`src/rtl/hawk_pkg.sv`:
```
// Shared types for the sector read sequencer: FSM state encoding and the
// completion status codes reported on the status port.
package hawk_pkg;

    typedef enum logic [2:0] {
        IDLE,
        PREAMBLE,
        SYNC,
        DATA,
        CHECK,
        FINISH
    } state_t;

    localparam logic [1:0] ST_OK       = 2'd0;
    localparam logic [1:0] ST_TIMEOUT  = 2'd1;
    localparam logic [1:0] ST_OVERRUN  = 2'd2;
    localparam logic [1:0] ST_CHECKSUM = 2'd3;

    // States in which the separator runs and the bit-cell watchdog is armed.
    function automatic logic is_active(input state_t s);
        return s inside {PREAMBLE, SYNC, DATA, CHECK};
    endfunction

endpackage

```
`src/rtl/word_deserializer.sv`:
```
// MSB-first shift register with bit counter; flags the cycle in which the
// final bit of a word arrives and presents the assembled word combinationally.
module word_deserializer #(
    parameter int WORD_BITS = 16
) (
    input  logic                 hf_clk,
    input  logic                 rst,
    input  logic                 clr,
    input  logic                 shift_en,
    input  logic                 bit_data,
    output logic                 word_done,
    output logic [WORD_BITS-1:0] word
);

    localparam int CW = $clog2(WORD_BITS + 1);

    // Only the leading WORD_BITS-1 bits need storage; the last arrives live.
    logic [WORD_BITS-2:0] shreg;
    logic [CW-1:0]        bit_cnt;

    assign word      = {shreg, bit_data};
    assign word_done = shift_en && (bit_cnt == CW'(WORD_BITS - 1));

    always_ff @(posedge hf_clk or posedge rst) begin
        if (rst) begin
            shreg   <= '0;
            bit_cnt <= '0;
        end else if (clr) begin
            shreg   <= '0;
            bit_cnt <= '0;
        end else if (shift_en) begin
            shreg   <= word[WORD_BITS-2:0];
            bit_cnt <= word_done ? '0 : bit_cnt + CW'(1);
        end
    end

endmodule

```
`src/rtl/sector_read_sequencer.sv`:
```
// Sector read sequencer: hunts preamble and sync, deserializes a sector of
// words to a valid/ready consumer, and verifies the trailing XOR checkword.
module sector_read_sequencer
    import hawk_pkg::*;
#(
    parameter int WORD_BITS     = 16,
    parameter int SECTOR_WORDS  = 128,
    parameter int PREAMBLE_MIN  = 32,
    parameter int TIMEOUT_TICKS = 200
) (
    input  logic                 hf_clk,
    input  logic                 rst,
    input  logic                 start,
    input  logic                 abort,
    input  logic                 bit_clock,
    input  logic                 bit_data,
    output logic                 sep_en,
    output logic [WORD_BITS-1:0] out_data,
    output logic                 out_valid,
    input  logic                 out_ready,
    output logic                 busy,
    output logic                 done,
    output logic [1:0]           status
);

    localparam int ZW = $clog2(PREAMBLE_MIN + 1);
    localparam int WW = $clog2(SECTOR_WORDS + 1);
    localparam int TW = $clog2(TIMEOUT_TICKS + 1);

    state_t               state, state_nxt;
    logic [ZW-1:0]        zero_cnt;
    logic [WW-1:0]        word_cnt;
    logic [TW-1:0]        tick_cnt;
    logic [WORD_BITS-1:0] checksum;
    logic [WORD_BITS-1:0] word;
    logic                 word_done;
    logic                 accept, timed_out, data_word, overrun, load_word;

    word_deserializer #(.WORD_BITS(WORD_BITS)) u_deser (
        .hf_clk    (hf_clk),
        .rst       (rst),
        .clr       (accept),
        .shift_en  (bit_clock && (state == DATA || state == CHECK)),
        .bit_data  (bit_data),
        .word_done (word_done),
        .word      (word)
    );

    assign accept    = (state == IDLE) && start && !abort;
    assign timed_out = is_active(state) && !bit_clock && (tick_cnt == TW'(TIMEOUT_TICKS));
    assign data_word = (state == DATA) && word_done;
    assign overrun   = data_word && out_valid && !out_ready;
    assign load_word = data_word && !overrun;

    assign sep_en = is_active(state);
    assign busy   = (state != IDLE);
    assign done   = (state == FINISH);

    always_ff @(posedge hf_clk or posedge rst) begin
        if (rst) state <= IDLE;
        else     state <= state_nxt;
    end

    always_comb begin
        state_nxt = state;
        if (abort) begin
            state_nxt = IDLE;
        end else begin
            case (state)
                IDLE:     if (start) state_nxt = PREAMBLE;
                PREAMBLE: if (timed_out) state_nxt = FINISH;
                          else if (bit_clock && !bit_data && zero_cnt == ZW'(PREAMBLE_MIN - 1))
                              state_nxt = SYNC;
                SYNC:     if (timed_out) state_nxt = FINISH;
                          else if (bit_clock && bit_data) state_nxt = DATA;
                DATA:     if (timed_out || overrun) state_nxt = FINISH;
                          else if (data_word && word_cnt == WW'(SECTOR_WORDS - 1))
                              state_nxt = CHECK;
                CHECK:    if (timed_out || word_done) state_nxt = FINISH;
                FINISH:   state_nxt = IDLE;
                default:  state_nxt = IDLE;
            endcase
        end
    end

    always_ff @(posedge hf_clk or posedge rst) begin
        if (rst) begin
            zero_cnt  <= '0;
            word_cnt  <= '0;
            tick_cnt  <= '0;
            checksum  <= '0;
            status    <= ST_OK;
            out_valid <= 1'b0;
            out_data  <= '0;
        end else begin
            if (accept) begin
                zero_cnt <= '0;
                word_cnt <= '0;
                tick_cnt <= '0;
                checksum <= '0;
                status   <= ST_OK;
            end else begin
                // Watchdog saturates at the limit; leaving the active states resets it.
                if (bit_clock || !is_active(state))
                    tick_cnt <= '0;
                else if (tick_cnt != TW'(TIMEOUT_TICKS))
                    tick_cnt <= tick_cnt + TW'(1);

                if (state == PREAMBLE && bit_clock) begin
                    if (bit_data)
                        zero_cnt <= '0;
                    else if (zero_cnt != ZW'(PREAMBLE_MIN))
                        zero_cnt <= zero_cnt + ZW'(1);
                end

                if (load_word) begin
                    word_cnt <= word_cnt + WW'(1);
                    checksum <= checksum ^ word;
                end

                // Abort leaves the previous outcome visible.
                if (!abort) begin
                    if (timed_out)
                        status <= ST_TIMEOUT;
                    else if (overrun)
                        status <= ST_OVERRUN;
                    else if (state == CHECK && word_done)
                        status <= (word == checksum) ? ST_OK : ST_CHECKSUM;
                end
            end

            // A fresh word wins over a same-cycle consume, keeping valid high.
            if (abort)
                out_valid <= 1'b0;
            else if (load_word) begin
                out_data  <= word;
                out_valid <= 1'b1;
            end else if (out_valid && out_ready)
                out_valid <= 1'b0;
        end
    end

endmodule
```
`config.mk`:
```
export PLATFORM = sky130hd
export DESIGN_NAME = sector_read_sequencer
export DESIGN_NICKNAME = d
export VERILOG_FILES = /design/src/rtl/hawk_pkg.sv /design/src/rtl/word_deserializer.sv /design/src/rtl/sector_read_sequencer.sv
export SDC_FILE = /design/constraint.sdc
export NUM_CORES = 1
export LEC_CHECK = 0
export ABC_CLOCK_PERIOD_IN_PS = 4160
export CORE_MARGIN = 2
export CORE_UTILIZATION = 50
export CTS_CLUSTER_DIAMETER = 60
export DETAILED_ROUTE_END_ITERATION = 6
export GPL_ROUTABILITY_DRIVEN = 0
export PLACE_DENSITY = 0.75
export REMOVE_ABC_BUFFERS = 1
export SETUP_SLACK_MARGIN = 0.2
export SYNTH_ARGS = -nofsm -noshare
export SYNTH_HDL_FRONTEND = slang
export SYNTH_SLANG_ARGS = --single-unit
```
`constraint.sdc`:
```
create_clock -name hf_clk -period 4.16 [get_ports hf_clk]
set_input_delay 1.248 -clock hf_clk [delete_from_list [all_inputs] [get_ports hf_clk]]
set_output_delay 1.248 -clock hf_clk [all_outputs]
set_load 0.01 [all_outputs]
```
==> results.py <==
metrics = {
    "outcome": {
        "status": "completed",
    },
    "finish": {
        "multi_input_area_um2": 1840,
        "nNetsFinal": 456,
        "regArea_um2": 2000,
        "drive_above_1_share": 0.109,
        "fill_cells": 663,
        "instances_no_fill": 550,
        "syn2layout_area_growth_pct": 15.5,
        "diodes": 0,
    },
    "timing": {
        "relSlewSlack": 0.508,
        "finalCritPeriodShare": 0.761,
        "timing.final.hold_violations": 0,
        "fmax_mhz": 316,
        "slew_viol_final": 0,
        "fin_skew_ns": 0.0100,
        "rsz0062_at_grt": "false",
        "setup_viol": 0,
        "fin_setup_tns_ns": 0,
        "tightest_slew_ns": 0.737,
        "period_minus_slack_ns": 3.16,
    },
    "setup_path": {
        "critPathMaxStageDelay_ns": 0.50,
        "r2r_end": "status[0]$_DFFE_PP0P_",
        "critPathLaunch": "state[0]$_DFFE_PP0P_",
        "cp_num_cells": 3,
        "r2r_cells": 4,
        "crit_type": "flip-flop to primary output",
        "startpoint_type": "flip-flop",
        "crit_chain": "nor3_1 -> inv_1 -> clkdlybuf4s50_1",
        "worst_path_dominant_cell_family": "buffers and inverters",
        "cp_max_fo": 13,
        "critPathCaptureType": "primary output",
        "r2r_start": "state[0]$_DFFE_PP0P_",
        "critPathRequiredTime_ns": 2.91,
        "r2r_slack_ns": 1.95,
        "cp.arrival_ns": 1.92,
        "crit_end": "busy",
        "cpMaxStageDelayCell": "dfrtp_1",
        "crit_buf_inv": 2,
    },
    "grt": {
        "gr-usage-met2": 0.364,
        "top_usage_layer": "met2",
        "antenna_found_initial": 0,
        "grt_util_all_layers": 0.219,
        "grt_pass1_wl_um": 15000,
        "overflow": 0,
        "grt_max_degree": 42,
        "grt_util_met3": 0.0387,
        "grt_pass1_vias": 3192,
        "grtUsageMet1": 0.283,
    },
    "job": {
        "maxCapViolations": 0,
    },
    "floorplan": {
        "die_x_um": 93.4,
        "io_pins": 29,
        "coreArea_um2": 7730,
        "die_y_um": 93.4,
        "rows": 32,
        "die_area_um2": 8720,
        "start_util": 0.517,
    },
    "clocking": {
        "cts.sinks": 80,
        "numCtsBuffers": 9,
        "hold_buffers": 0,
        "root_buffer": "clkbuf_8",
        "ctsHtreeMaxLevel": 3,
        "cts_resized": 0,
        "postCtsSetupBuffers": 0,
        "cts.clk_slew.worst_paths_ns": 0.08,
        "cts.path.max_buffers": 2,
        "cts_tree": "built",
        "insertion_delay_ns": 0.36,
    },
    "drt": {
        "drc": 0,
        "drt_wl_total_um": 8630,
        "viasPerCell": 5.71,
        "drt_iter0_markers": 248,
        "vias": 3140,
        "ant_nets": 0,
        "avgRoutedWirePerCell_um": 15.7,
        "firstDrtPassIters": 4,
    },
    "pwr": {
        "leakage_nw": 2.17,
        "ir_drop_mv": 0.176,
        "power_per_cell_area_nw_per_um2": 350,
    },
    "yosys": {
        "yosysTopAreaCell": "dfrtp_1",
        "ys_warn_count": 0,
        "synth_most_common_cell": "dfrtp_1",
        "synth_commonest_cells": "80 x dfrtp_1, 58 x nand2_1, 45 x o21ai_0, 35 x nor2_1, 26 x xor2_1",
        "synth_cells": 419,
        "yosys.area.top_type_share": 0.501,
        "ys_ff_latch": 80,
        "ys_top_cells_by_area": "dfrtp_1 50%, xor2_1 5.7%, o21ai_0 5.6%",
        "async_flop_share": 1.00,
        "syn_area_um2": 4000,
        "syn_avg_cell_area_um2": 9.54,
        "ys_types": 53,
        "synth_seq_area_share": 0.501,
        "synth-edff-count": 0,
        "ys.flop_type": "dfrtp_1",
    },
    "min_path": {
        "hp-class": "flip-flop to flip-flop",
    },
    "place": {
        "dpl.hpwl_um": 5590,
        "place.port_buffers": 28,
        "numPlacedInstances": 534,
    },
}
## stage by stage
| step | worst slack [ns] | power [mW] | cell area [um^2] | hold WS, ns | util |
|---|---|---|---|---|---|
| 2_1_floorplan | 0.851 | 0.921 | 3890 | 0.470 | - |
| 3_3_place_gp | 0.781 | 0.970 | 4390 | 0.487 | 0.568 |
| 3_5_place_dp | 0.723 | 0.976 | 4390 | 0.490 | 0.568 |
| 4_1_cts | 0.993 | 1.62 | 4620 | 0.506 | 0.597 |
| 5_1_grt | 0.868 | 1.68 | 4620 | 0.520 | 0.597 |
| 6_report | 0.995 | 1.61 | 4620 | 0.506 | 0.597 |
## metal layers
metal | up-vias | part of all wire
met5 | - | 0
met4 | 0 | 0.017
met3 | 12 | 0.037
met1 | 1560 | 0.46
met2 | 65 | 0.49
li1 | 1503 | -
## flip-flops by register name, summed over array words and instances, names as in the netlist
| name | flops |
|---|---|
| out_data | 16 |
| zero_cnt | 6 |
| out_valid | 1 |
| state | 3 |
| tick_cnt | 8 |
| checksum | 16 |
| u_deser.shreg | 15 |
| word_cnt | 8 |
| u_deser.bit_cnt | 5 |
| status | 2 |
## cell usage in the layout (no fill, tap or decap), types with 8 or more instances in the layout
cell	n
xor2_1	26
clkbuf_8	11
mux2_2	16
nand3_1	22
inv_1	12
nor2_1	35
o21ai_0	45
nand2_1	58
a21oi_1	15
clkdlybuf4s50_1	28
dfrtp_1	80
nand2b_1	8
## worst min path at each step
stage                                   from                        to  slack, ns  cells after the start
floorplan           checksum[15]$_DFFE_PP0P_  checksum[15]$_DFFE_PP0P_       0.47                      1
global placement     checksum[3]$_DFFE_PP0P_   checksum[3]$_DFFE_PP0P_       0.49                      1
detailed placement   checksum[0]$_DFFE_PP0P_   checksum[0]$_DFFE_PP0P_       0.49                      1
CTS                  checksum[0]$_DFFE_PP0P_   checksum[0]$_DFFE_PP0P_       0.51                      1
global route         checksum[0]$_DFFE_PP0P_   checksum[0]$_DFFE_PP0P_       0.52                      1
finish               checksum[0]$_DFFE_PP0P_   checksum[0]$_DFFE_PP0P_       0.51                      1
## kinds of logic (layout without fill, tap and decap cells)
kind of cell | count (synthesis) | count (layout) | synth area share
xor gates and xnor gates | 29 | 29 | 0.0636
buffers and inverters | 36 | 65 | 0.0385
DFF | 80 | 80 | 0.501
adders and majority gates | 6 | 6 | 0.0188
AOI/OAI and AO/OA | 83 | 83 | 0.122
and+or+nand+nor | 169 | 169 | 0.211
muxes | 16 | 16 | 0.0451
## cell type report
type,instances,share of cell area
clock buffer,11,0.0328
clock inverter,5,0.0171
inverter,13,0.0108
multi-input combinational,303,0.399
timing repair buffer,36,0.0792
sequential,80,0.434
tap,102,0.0276
## power by group
group,total (mW),switching [mW],internal [mW]
Clock,0.654,0.284,0.370
Combinational,0.130,0.0763,0.0540
Sequential,0.830,0.0330,0.797
(Power assumes the default switching activity.)
